`src/rtl/tm1638_seq_pkg.sv`:
```
// Shared definitions for the TM1638 frame sequencer: command bytes, segment table, FSM states.
package tm1638_seq_pkg;

   localparam logic [7:0] CMD_DATA_AUTO = 8'h40;
   localparam logic [7:0] CMD_ADDR0     = 8'hC0;
   localparam logic [7:0] CMD_DISP_ON   = 8'h88;
   localparam logic [7:0] CMD_DISP_OFF  = 8'h80;

   localparam logic [4:0] C2_LAST_BYTE = 5'd16;
   localparam logic [1:0] TX_LAST      = 2'd2;

   // bit0 = segment a .. bit6 = g, dp always off; codes 10..15 blank
   localparam logic [7:0] SEG7_TBL [16] = '{
      8'h3F, 8'h06, 8'h5B, 8'h4F, 8'h66, 8'h6D, 8'h7D, 8'h07,
      8'h7F, 8'h6F, 8'h00, 8'h00, 8'h00, 8'h00, 8'h00, 8'h00
   };

   typedef enum logic [2:0] {
      S_IDLE,
      S_LOAD,
      S_STB_SETUP,
      S_BIT_LO,
      S_BIT_HI,
      S_STB_GAP,
      S_DONE
   } state_t;

endpackage

```
`src/rtl/tm1638_seq_seg7_enc.sv`:
```
// BCD digit to 7-segment pattern, purely combinational.
module seg7_enc
   import tm1638_seq_pkg::*;
(
   input  logic [3:0] bcd,
   output logic [7:0] seg
);

   always_comb begin
      seg = SEG7_TBL[bcd];
   end

endmodule

```
`src/rtl/tm1638_seq.sv`:
```
// TM1638 display frame sequencer: sends the 40 / C0+16 bytes / 8x command set
// over the STB/CLK/DIO serial link, LSB first.
module tm1638_seq
   import tm1638_seq_pkg::*;
#(
   parameter int unsigned HALF_T = 1
) (
   input  logic        clk,
   input  logic        rst,
   input  logic        start,
   input  logic [31:0] digits,
   input  logic [2:0]  bright,
   input  logic        disp_on,
   output logic        busy,
   output logic        done,
   output logic        tm_clk,
   output logic        tm_stb,
   output logic        tm_dio
);

   localparam logic [7:0] HALF_LAST = 8'(HALF_T - 1);

   state_t      state, state_nxt;
   logic [2:0]  bit_idx;
   logic [4:0]  byte_idx;
   logic [1:0]  tx_idx;
   logic [7:0]  timer;
   logic [31:0] snap_digits;
   logic [2:0]  snap_bright;
   logic        snap_disp_on;

   logic        half_done, last_bit, last_byte, last_tx;
   logic [3:0]  data_idx;
   logic [3:0]  cur_digit;
   logic [7:0]  cur_seg;
   logic [7:0]  cur_byte;

   assign half_done = (timer == HALF_LAST);
   assign last_bit  = (bit_idx == 3'd7);
   assign last_byte = (tx_idx == 2'd1) ? (byte_idx == C2_LAST_BYTE) : (byte_idx == 5'd0);
   assign last_tx   = (tx_idx == TX_LAST);
   assign data_idx  = byte_idx[3:0] - 4'd1;

   always_comb begin
      cur_digit = '0;
      for (int unsigned k = 0; k < 8; k++) begin
         if (data_idx[3:1] == 3'(k)) cur_digit = snap_digits[4*k +: 4];
      end
   end

   seg7_enc u_seg7_enc (
      .bcd (cur_digit),
      .seg (cur_seg)
   );

   always_comb begin
      case (tx_idx)
         2'd0:    cur_byte = CMD_DATA_AUTO;
         2'd1:    cur_byte = (byte_idx == 5'd0) ? CMD_ADDR0 : (data_idx[0] ? '0 : cur_seg);
         2'd2:    cur_byte = snap_disp_on ? (CMD_DISP_ON | {5'b0, snap_bright}) : CMD_DISP_OFF;
         default: cur_byte = '0;
      endcase
   end

   always_ff @(posedge clk) begin
      if (rst) state <= S_IDLE;
      else     state <= state_nxt;
   end

   always_comb begin
      state_nxt = state;
      case (state)
         S_IDLE:      if (start) state_nxt = S_LOAD;
         S_LOAD:      state_nxt = S_STB_SETUP;
         S_STB_SETUP: if (half_done) state_nxt = S_BIT_LO;
         S_BIT_LO:    if (half_done) state_nxt = S_BIT_HI;
         S_BIT_HI:    if (half_done) state_nxt = (last_bit && last_byte) ? S_STB_GAP : S_BIT_LO;
         S_STB_GAP:   if (half_done && bit_idx[0]) state_nxt = last_tx ? S_DONE : S_STB_SETUP;
         S_DONE:      state_nxt = S_IDLE;
         default:     state_nxt = S_IDLE;
      endcase
   end

   always_comb begin
      busy   = 1'b0;
      done   = 1'b0;
      tm_stb = 1'b1;
      tm_clk = 1'b1;
      tm_dio = 1'b1;
      case (state)
         S_LOAD:      busy = 1'b1;
         S_STB_SETUP: begin busy = 1'b1; tm_stb = 1'b0; end
         S_BIT_LO:    begin busy = 1'b1; tm_stb = 1'b0; tm_clk = 1'b0; tm_dio = cur_byte[bit_idx]; end
         S_BIT_HI:    begin busy = 1'b1; tm_stb = 1'b0; tm_dio = cur_byte[bit_idx]; end
         S_STB_GAP:   busy = 1'b1;
         S_DONE:      done = 1'b1;
         default:     ;
      endcase
   end

   // The gap spans two half-bit periods; bit_idx (idle at 0 there) tracks which half.
   always_ff @(posedge clk) begin
      if (rst) begin
         bit_idx      <= '0;
         byte_idx     <= '0;
         tx_idx       <= '0;
         timer        <= '0;
         snap_digits  <= '0;
         snap_bright  <= '0;
         snap_disp_on <= 1'b0;
      end else begin
         if (state == S_IDLE && start) begin
            snap_digits  <= digits;
            snap_bright  <= bright;
            snap_disp_on <= disp_on;
         end
         case (state)
            S_STB_SETUP, S_BIT_LO, S_BIT_HI, S_STB_GAP:
               timer <= half_done ? '0 : timer + 8'd1;
            default:
               timer <= '0;
         endcase
         case (state)
            S_IDLE: begin
               bit_idx  <= '0;
               byte_idx <= '0;
               tx_idx   <= '0;
            end
            S_BIT_HI: if (half_done) begin
               bit_idx <= bit_idx + 3'd1;
               if (last_bit) byte_idx <= last_byte ? '0 : byte_idx + 5'd1;
            end
            S_STB_GAP: if (half_done) begin
               bit_idx <= bit_idx[0] ? 3'd0 : 3'd1;
               if (bit_idx[0]) tx_idx <= last_tx ? '0 : tx_idx + 2'd1;
            end
            default: ;
         endcase
      end
   end

endmodule
```
`config.mk`:
```
export PLATFORM = sky130hd
export DESIGN_NAME = tm1638_seq
export DESIGN_NICKNAME = d
export VERILOG_FILES = /design/src/rtl/tm1638_seq_pkg.sv /design/src/rtl/tm1638_seq_seg7_enc.sv /design/src/rtl/tm1638_seq.sv
export SDC_FILE = /design/constraint.sdc
export NUM_CORES = 1
export LEC_CHECK = 0
export ABC_AREA = 0
export CORE_MARGIN = 3
export CORE_UTILIZATION = 25
export DETAILED_ROUTE_END_ITERATION = 10
export SLEW_MARGIN = 10
export SYNTH_ARGS = -nofsm -noshare
export SYNTH_HDL_FRONTEND = slang
export SYNTH_HIERARCHICAL = 1
export SYNTH_SLANG_ARGS = --single-unit
```
`constraint.sdc`:
```
create_clock -name clk -period 5.5 [get_ports clk]
set_input_delay 0.825 -clock clk [delete_from_list [all_inputs] [get_ports clk]]
set_output_delay 0.825 -clock clk [all_outputs]
set_load 0.02 [all_outputs]
```
[Word-level counts from Yosys, hierarchy flattened]
Memory sizes are Yosys's and may differ from the RTL's.
Cells that the tools add are included.
Word-level totals
  bits in registers: 57
  bits in read-only memories: 128
  output and inout bits: 5
  logic and storage cells: 105
  memories: 1
Operators by class
  add/subtract/negate cells: 5
  order comparisons: 2
  equal/unequal tests: 25
  muxes and demuxes: 42
  bitwise operators: 2
  reductions and logical operators: 20
Memories
  (no name shown): depth 16, width 8, read ports 1, clocked after Yosys merged registers in 0, wr ports 0, line tm1638_seq_seg7_enc.sv:10  | seg = SEG7_TBL[bcd];
Operators with widths (count)
  $mux 4: 9
  $mux 8: 4
  $mux 3: 9
  $eq 3x3->1 const B: 8
  $pmux 8 s3: 1
  $pmux 3 s6: 1
  $ne 2x2->1 const B: 8
  $mux 5: 3
  $eq 3x2->1 const B: 4
  $pmux 5 s2: 1
  $pmux 3 s3: 1
  $reduce_and 3->1: 3
  $add 8x1->8 const B: 1
  $logic_not 8->1: 1
  $mux 1: 8
  $eq 3x1->1 const B: 2
  $logic_not 3->1: 2
  $mux 2: 3
  $reduce_or 3->1: 2
  $add 5x1->5 const B: 1
  $eq 5x5->1 const B: 1
  $ge 5x5->1 const B: 1
  $logic_not 5->1: 1
  $not 4->5: 1
  other kinds (17): 20

[Depth between registers and ports, before layout]
Gate-level depths: netlist of the first run.
  depth in word-level cells: 20
  depth in mapped cells: 18
  depth with buffers taken out: 16

[Hierarchy]
The synthesis of the first run kept the hierarchy.
By module, submodules not included
  tm1638_seq: times used 1, cells an instance 416, area each 3099.2 sq um, seq. area each 1141.1 sq um
  seg7_enc: times used 1, cells an instance 28, area each 216.5 sq um, seq. area each 0.0 sq um

[Worst setup path before layout of the first run]
OpenSTA, ideal clock, no wires.
  path kind: flip-flop to output port
  start point: reg byte_idx[0]
  end point: out tm_dio
  data arrival time: 3.757 ns
  data required time: 4.675 ns
  path slack: 0.918 ns
  cell stages (with the launch flop): 17
  buffers on the path: 2
  cells stage by stage: dfxtp_1 > buf_2 > inv_1 > ha_1 > clkbuf_1 > or4bb_1 > o41ai_1 > a21oi_1 > a31oi_1 > inv_1 > ha_1 > o21ai_0 > nand2b_1 > a21oi_1 > a2111oi_0 > a221oi_1 > a2bb2oi_1
Between the ends
  word-level cells in the longest chain between the ends: 20
  elaborated cells on any way between the ends: 28
  classes of those cells: add/sub (1); eq/ne (7); mux (16); bitwise (1); reduce/logical (2); memory (1)
RTL lines
  start, declared: line tm1638_seq.sv:25  | logic [4:0] byte_idx;
  start signal, assigned: line tm1638_seq.sv:131  | if (last_bit) byte_idx <= last_byte ? '0 : byte_idx + 5'd1;
  $sub 4x1->4 *: line tm1638_seq.sv:42  | assign data_idx = byte_idx[3:0] - 4'd1;
  $logic_not 3->1: line tm1638_seq.sv:47  | if (data_idx[3:1] == 3'(k)) cur_digit = snap_digits[4*k +: 4];
  $mux 4 (7 in series): line tm1638_seq.sv:47
  $mux 4 *: line tm1638_seq.sv:47
  named net cur_digit[1]: line tm1638_seq.sv:34  | logic [3:0] cur_digit;
  $not 4->5 (not written as such) *: line tm1638_seq_seg7_enc.sv:10
  $mem_v2 16x8 *
  $mux 8 (not written as such) * (2 in series): line tm1638_seq_seg7_enc.sv:10
  named net cur_seg[1]: line tm1638_seq.sv:35  | logic [7:0] cur_seg;
  $mux 8 * (2 in series): line tm1638_seq.sv:59  | 2'd1: cur_byte = (byte_idx == 5'd0) ? CMD_ADDR0 : (data_idx[0] ? '0 : cur_seg);
  $pmux 8 s3 *: line tm1638_seq.sv:57  | case (tx_idx)
  $bmux 1 s3 *: line tm1638_seq.sv:93, tm1638_seq.sv:94
  $mux 1 (not written as such) *: line tm1638_seq.sv:93, tm1638_seq.sv:94
  $mux 1 *
  end, declared: line tm1638_seq.sv:18  | output logic tm_dio
Mark *: on every way through the listed nets, which the timed path passes. The rest lies on a longest branch. The select of a mux whose other input is x is not followed.

[Worst setup path in the final report of the first run]
Same ends and word-level chain as after synthesis.

==> results summary, run 1 <==
The flow ran to the end, and the final reports show no timing, DRC or antenna violations. The worst min-delay path category is reg -> reg. After detailed placement, the total cell area comes to 0.003870 mm2. The worst register-to-register path has a setup slack of about 3.4 ns. The leakage component of the power came out at 1.523 nW. Sequential cells were found to cover 34.42% of the synthesized design area. Setup violations remaining at the end of the flow were counted as 0. By startpoint and endpoint, the worst setup path is classified as reg -> out. The fraction of the cycle the final worst path needs came out at 95.02%. The first global-routing pass estimated between 10 and 15 mm of wire. The max-slew headroom at the worst pin came out at about two fifths.

The placeable core region is about 0.013 mm2. The count of input and output buffers is 43. The share of synthesized flip-flops with an asynchronous set or reset came out at 0%. Setup repair after global routing left no endpoint under its margin.

The initial antenna violation count came out at 0. The clock drives 57 sinks. The floorplan die width came out at around 120 um. The number of design rule violations left after detail routing came out at 0. For this run, the detailed router's first-pass iteration total came to 4. The number of nets in the synthesized netlist is 499. The effective utilization at floorplan is between 20% and 30%. The via count of the first global-routing pass came out at ~2900. Yosys mapped a number of flops with a built-in enable equal to 0.

The die covers ~0.015 mm2. The instance count of the mapped netlist is 444. The category of the worst setup path capture point is an output port. The total non-filler cell area in the finished layout came out at around 0.0042 mm2. The largest fanout on the critical path is 11. The required arrival time at the worst endpoint came out at between 4 and 5 ns. The average cell area after synthesis is between 7 and 8 um2. The fraction of power consumed by combinational cells is between 10% and 20%.

The number of I/O pins came out at 44. The clock period could shrink to between 5 and 6 ns. The total routed wirelength is 8.126 mm. Routability-driven placement finished with a final weighted congestion of about 0.9. The final total power came out at 0.001240 W. The worst-case vdd ir drop came out at about 0.00012 V. In this run switching power makes up 24.56% of total power. The CTS buffer count came out at 9. The proportion of layout cells with a drive suffix above 1 is 8.732%. Timing would allow up to 0.1914 GHz.

The clock latency of the later-clocked register in the worst-skew pair came out at approximately 0.33 ns. Across the routed clock network, the largest skew measured is between 0.006 and 0.007 ns. The number of endpoints with negative hold slack in the final report came out at 0.

The final routed wire length divided by cell count is approximately 12 um. After the first detailed-routing iteration, the DRC count stood at between 100 and 150. The growth of design area from synthesis to finish came out at 27.81%. Synthesis inferred between 50 and 60 register bits.

The via count of the routed design is a little over 3000. For this run, the number of standard cells in the final layout without fillers is ~650. For this run, the leading register cell type out of synthesis is dfxtp_1. CTS built an H-tree with a depth of 3. For the pin with the worst max-slew slack, the measured transition is approximately 0.9 ns. The synthesized cell area is 0.003316 mm2. The maximum number of pins on one net before global-route repair is between 50 and 60. The sequential share of power is a little under two fifths.

The placed wire-length estimate after detailed placement came out at 5.992 mm. The warning count from the yosys run is 6. The cell total after placement came out at between 600 and 700. The floorplan row count is 41. The analysis attributes to net switching a power of slightly above 0.0003 W.

TritonCTS built the clock tree. The smallest hold slack came out at between 0.4 and 0.5 ns. The die height came out at about 120 um. The clock passes through at most 2 buffers. The root buffer cell chosen for the clock tree is clkbuf_16.

The clock slew seen by the registers of the worst setup and hold paths came out at approximately 0.050 ns. The power density of the placed cells came out at ~290 mW/mm2. The number of pins with negative max-slew slack in the final report came out at 0. The kind of start point of the critical path is a register.

The final antenna-violating net count is 0. 0 antenna diodes ended up in the layout. The final total negative setup slack came out at 0 ns. Cell internal power was estimated by the tool at 0.0009354 W. The clock network accounts for 49.2% of the total power. The overall global routing resource usage came out at around 11%. The final global-route overflow total came out at 0. At the worst endpoint, the arrival time is roughly 4.4 ns.

The number of different library cells used by synthesis comes to a little under 60. The net count of the finished layout came out at ~530. The vias per cell is 4.727. The number of maximum-capacitance violations is 0.
## stage by stage
stage,setup slack (ns),util (%)
floorplan,0.9176,-
global placement,0.4920,30.30
detailed placement,0.2785,30.30
CTS,0.02445,33.01
global route,0.04149,33.18
finish,0.2741,33.18
## placed cells by master (no fill, tap or decap), drive strengths merged, types with 7 or more instances in the layout
cell and instances:
mux2i 8, inv 15, clkbuf 12, xnor2 9, o21ai 10, nor3 12
dfxtp 57, nand2b 10, a21oi 60, clkdlybuf4s50 42, nor2 28, a211oi 7
nor2b 8, a31oi 7, nand3 17, nand2 106, buf 7, ha 16
## path summary, 6_finish.rpt
kind | start | endpoint | depth (start not counted)
setup / recovery | byte_idx[0] | tm_dio | 16
hold / removal | snap_digits[13] | snap_digits[13] | 2
setup reg to reg | state[0] | snap_digits[21] | 5
hold reg to reg | snap_digits[13] | snap_digits[13] | 2
## cell type report
cell class,instances,area (um2)
Clock inverter,4,75.07
Timing Repair Buffer,49,470.5
Sequential cell,57,1142
Inverter,16,60.06
Tap cell,172,215.2
Clock buffer,12,256.5
Multi-Input combinational cell,343,2018
Fill cell,1347,8536
## cell usage after synthesis, types with 3 or more instances
cell type,number,area (um2)
nand2b_1,10,62.56
buf_2,6,30.03
ha_1,16,200.2
dfxtp_1,57,1141
nor2b_1,7,43.79
nor2_1,28,105.1
o21ai_0,8,40.04
buf_4,3,22.52
nand2_1,105,394.1
nand3_1,17,85.08
o2bb2ai_1,3,26.28
xnor2_1,9,78.83
nor3_1,11,55.05
a21oi_1,59,295.3
xor2_1,4,35.03
mux2i_1,8,80.08
a31oi_1,7,43.79
a211oi_1,7,52.55
clkbuf_1,17,63.81
inv_1,15,56.30
nand4_1,4,25.02
## power by group through the flow
stage / clock network [W] / registers, W / logic, W
after floorplan: 0 / 0.000459 / 0.000116
after global placement: 0 / 0.000474 / 0.000164
after detailed placement: 0 / 0.000474 / 0.000166
after CTS: 0.000620 / 0.000466 / 0.000167
after global routing: 0.000638 / 0.000470 / 0.000186
final: 0.000610 / 0.000466 / 0.000164
## worst max-delay path: stages (launching register included)
cell and delay, ns:
dfxtp_2 0.42, inv_1 0.09, ha_1 0.35, or4bb_1 0.53, o41ai_2 0.13, a21oi_1 0.14
a31oi_1 0.18, buf_4 0.18, inv_1 0.09, ha_1 0.29, o21ai_0 0.17, nand2b_1 0.12
a21oi_1 0.04, a2111oi_0 0.34, a221oi_1 0.14, a2bb2oi_1 0.21, clkdlybuf4s50_1 0.64
## per-layer routing
| layer | share of wire [%] | global-route usage (%) | vias up |
|---|---|---|---|
| li1 | - | - | 1588 |
| met1 | 47 | 14.86 | 1418 |
| met2 | 46 | 18.27 | 69 |
| met3 | 4.8 | 2.937 | 12 |
| met4 | 2.1 | 4.692 | 0 |
| met5 | 0 | 0 | - |
## state kept, by name, summed over array words and instances (netlist names)
signal and count:
snap_bright 3, tx_idx 2, timer 8, state 3, bit_idx 3, snap_disp_on 1, byte_idx 5, snap_digits 32
## cells by family (layout without fill, tap and decap cells)
| kind of cell | count (synthesis) | count (layout) | synth area share [%] |
|---|---|---|---|
| buffers and inverters | 44 | 81 | 5.773 |
| adders and majority gates | 16 | 16 | 6.038 |
| xor gates and xnor gates | 13 | 13 | 3.434 |
| and+or+nand+nor | 199 | 199 | 28.00 |
| DFF | 57 | 57 | 34.41 |
| other | 1 | 1 | 0.1131 |
| AOI/OAI and AO/OA | 106 | 106 | 19.81 |
| muxes | 8 | 8 | 2.415 |
## timing repair
action | in CTS | in global routing
hold buffers | 0 | 0
endpoints found under the setup margin | 1 | 1
buffers inserted | 0 | 0
gates cloned | 0 | 0
resized for setup | 2 | 4
(Power assumes the default switching activity.)
==> inputs of run 2 (changes only) <==
SYNTH_HIERARCHICAL = not set   (was 1)
==> results summary, run 2 <==
More flip-flops sit in one register than any other, and that register is snap_digits. The placed wire-length estimate after detailed placement came out at 6.095 mm (+1.7%). The count of buffers added by post-CTS timing repair for setup is 0 (unchanged). Leaving out fill and tap cells, the most frequent cell in the layout is nand2_1.

The via count of the routed design came out at 3069 (-0.58%). The final antenna-violating net count came out at 0 (unchanged). The power density of the placed cells is 276.2 mW/mm2 (-5.6%). The number of I/O pins is 44 (unchanged). The placeable core region came out at 0.01277 mm2 (unchanged). The net count of the finished layout came to 511 (-3.8%). The instance count of the mapped netlist is 429 (-3.4%). The top cell types in the final layout, fill and taps aside, are nand2_1 (91), a21oi_1 (65), dfxtp_1 (57), clkdlybuf4s50_1 (43), nor2_1 (29). The number of endpoints with negative hold slack in the final report came out at 0 (unchanged). The count of input and output buffers came out at 43 (unchanged).

The fraction of power consumed by combinational cells was 15.3% (+2.1 points). The switching share of power came out at 26.12% (+1.6 points). In the final layout, the registers with the most flip-flops are snap_digits: 32 flops, timer: 8 flops, byte_idx: 5 flops. The wire length of the first global-routing pass came to 14.28 mm (+4.5%).

The actual slew at the worst max-slew pin is 0.7419 ns (-0.1815 ns). The run finished with clean final reports. The share of the yosys chip area belonging to registers is 34.53% (+0.12 points). The sequential share of power came to 40.6% (+3.0 points). The portion of total power attributed to the clock network was 44.1% (-5.1 points). The number of clock sinks came to 57 (unchanged). Setup repair after global routing left no endpoint under its margin. TritonCTS built the clock tree. The average cell area after synthesis came out at 7.703 um2 (+3.1%). The warning count from the yosys run is 0 (-6). The via count of the first global-routing pass is 3021 (+3.0%). The internal power came to 0.0008484 W (-9.3%). The worst-case vdd ir drop came out at 0.0001042 V (-16%). The final global-route overflow total came out at 0 (unchanged). The share of synthesized flip-flops with an asynchronous set or reset came to 0% (unchanged). The floorplan die width was 121.0 um (-0.16%). The global placement routability congestion came out at 0.8462 (-5.2%). The clock latency of the later-clocked register in the worst-skew pair came out at 0.33 ns (about the same). The clock slew seen by the registers of the worst setup and hold paths is 0.05 ns (about the same). The flip-flop count of the largest register after layout was 32 (unchanged). The count of flip-flops with a built-in enable after synthesis is 0 (unchanged). The final core utilization came out at 32.55% (-0.63 points). The initial antenna violation count came out at 0 (unchanged). The final cell count without fillers was 638 (-2.3%).

The maximum clock path buffer count is 2 (unchanged). The maximum number of pins on one net before global-route repair is 51 (-1.9%). The proportion of netlist area held by the largest area contributor came out at 34.53% (+0.12 points).

The required arrival time at the worst endpoint is 4.68 ns (about the same). The largest fanout on the critical path is 11 (unchanged). The number of maximum-capacitance violations is 0 (unchanged). The die height was 121.0 um (-0.16%).

nand2_1 is the most common cell in the netlist. In this run the worst hold path is classified as reg -> reg. The floorplan row count is 41 (unchanged). The effective utilization at floorplan was 25.87% (-0.088 points). Sorting the synthesized cells by area gives the leading types as dfxtp_1 (35%), nand2_1 (10%), a21oi_1 (9.8%). The number of distinct library cells after synthesis came out at 66 (+12%). The CTS buffer count came out at 9 (unchanged).

The number of pins with negative max-slew slack in the final report is 0 (unchanged). The total routed wirelength came to 8.489 mm (+4.5%). The top cell type by total area after synthesis is dfxtp_1. The level count of the clock H-tree is 3 (unchanged). The final critical-path required period came out at 5.104 ns (-0.1215 ns).

The prevailing post-synth register cell is dfxtp_1. The proportion of layout cells with a drive suffix above 1 is 10.09% (+1.4 points). The cell total after placement was 622 (-2.4%). The highest clock rate is 0.1959 GHz (+2.4%).

The category of the worst setup path capture point is an output port. The final routed wire length divided by cell count was 13.31 um (+6.9%). The post-synthesis register bit count came out at 57 (unchanged). The synthesized cell area came out at 0.003304 mm2 (-0.34%).

The worst setup path is of the reg -> out kind. The cell at the root of the clock tree is clkbuf_16. The worst clock skew came to 0.005182 ns (-0.001455 ns). The worst setup path is launched from a register. The number of inserted diodes came to 0 (unchanged). The final total negative setup slack came out at 0 ns (unchanged). The number of search-and-repair iterations in the first detailed-routing pass came out at 4 (unchanged).

The growth of design area from synthesis to finish came out at 25.82%. The initial detailed-routing violation count is 135 (-6.3%). The overall global routing resource usage is 12.07% (+0.57 points). Ranked by instance count, the synthesized netlist is headed by nand2_1 (91), a21oi_1 (65), dfxtp_1 (57).

The final number of setup-violating endpoints came out at 0 (unchanged). The number of nets in the synthesized netlist came out at 479 (-4.0%). The arrival time reported for the critical path endpoint is 4.28 ns (-0.12 ns). The fraction of the cycle the final worst path needs is 92.81% (-2.2 points).

The vias per cell was 4.810 (+1.8%). The number of design rule violations left after detail routing is 0 (unchanged). The max-slew headroom at the worst pin was 50.54% (+12 points). The die area is 0.01463 mm2 (-0.32%). The leakage component of the power is 1.460 nW (-4.1%). The net load switching power is 0.0003000 W (-1.5%).
-- run 2: cell types whose count changed in the layout (fill, tap and decap cells not counted), sizes merged, moves of 3 or more --
cell,previous run,this run
a31oi,7,1
a21oi,60,65
nor2,28,31
mux4,0,3
mux2,0,4
xnor2,9,5
nand2,106,92
nand3,17,9
ha,16,11
mux2i,8,4
-- run 2: layout make-up --
cell class	instances	area, um2
Tap cell	172	215.2
Inverter	16	60.06
Fill cell	1351	8616
Clock buffer	13	260.3
Sequential cell	57	1141
Timing Repair Buffer	48	467.9
Multi-Input combinational cell	329	1998
Clock inverter	3	15.01
-- run 2: kinds of logic after synthesis --
| kind of cell | Yosys count | synth area share (%) |
|---|---|---|
| adders and majority gates | 11 | 4.165 |
| muxes | 11 | 4.733 |
| DFF | 57 | 34.53 |
| and+or+nand+nor | 185 | 26.81 |
| xor gates and xnor gates | 11 | 2.915 |
| buffers and inverters | 43 | 5.376 |
| AOI/OAI and AO/OA | 111 | 21.47 |
-- run 2: through the flow --
step | total power (W) | hold WS [ns] | area [um2] | setup slack, ns
global placement | 0.0006479 | 0.4440 | 3875 | 0.7683
CTS | 0.001164 | 0.4571 | 4150 | 0.3263
finish | 0.001148 | 0.4544 | 4158 | 0.3956
global route | 0.001211 | 0.4763 | 4158 | 0.08325
detailed placement | 0.0006508 | 0.4508 | 3875 | 0.7177
floorplan | 0.0005843 | 0.4297 | 3304 | 1.552
-- run 2: what timing repair did --
| action | CTS | global route |
|---|---|---|
| hold endpoints to repair | 0 | 0 |
| gates resized for setup | 0 | 1 |
| hold buffers | 0 | 0 |
| setup endpoints to repair | 0 | 1 |
-- run 2: final timing paths --
check | from | endpoint | slack [ns] | depth (start not counted)
worst min-delay path | snap_digits[8] | snap_digits[8] | 0.45 | 2
worst max register to register | timer[0] | state[2] | 2.71 | 11
worst min register to register | snap_digits[8] | snap_digits[8] | 0.45 | 2
worst max-delay path | byte_idx[0] | tm_dio | 0.40 | 13
-- run 2: routing by layer --
layer  up-vias  wire length, um  global-route usage, %
li1       1552                -                      -
met1      1446             4103                  15.52
met2        55             4016                  19.80
met3        16              199                  2.611
met4         0              170                  4.533
met5         -                0                      0
-- run 2: worst max-delay path, stage by stage (launching register included) --
cell and delay (ns):
dfxtp_1 0.52, inv_1 0.12, ha_1 0.43, inv_2 0.17, mux4_2 0.50, nand2_1 0.10, and4_1 0.23, o2bb2ai_4 0.12
ha_1 0.23, o31ai_1 0.24, a211oi_1 0.08, a2111oi_0 0.40, a311o_1 0.18, clkdlybuf4s50_1 0.62
-- run 2: power by group through the flow --
stage	Sequential (W)	Combinational, W	Clock (W)
2_1_floorplan	0.000459	0.000125	0
5_1_grt	0.000470	0.000197	0.000544
4_1_cts	0.000466	0.000178	0.000520
6_report	0.000466	0.000175	0.000507
3_3_place_gp	0.000474	0.000173	0
3_5_place_dp	0.000474	0.000177	0
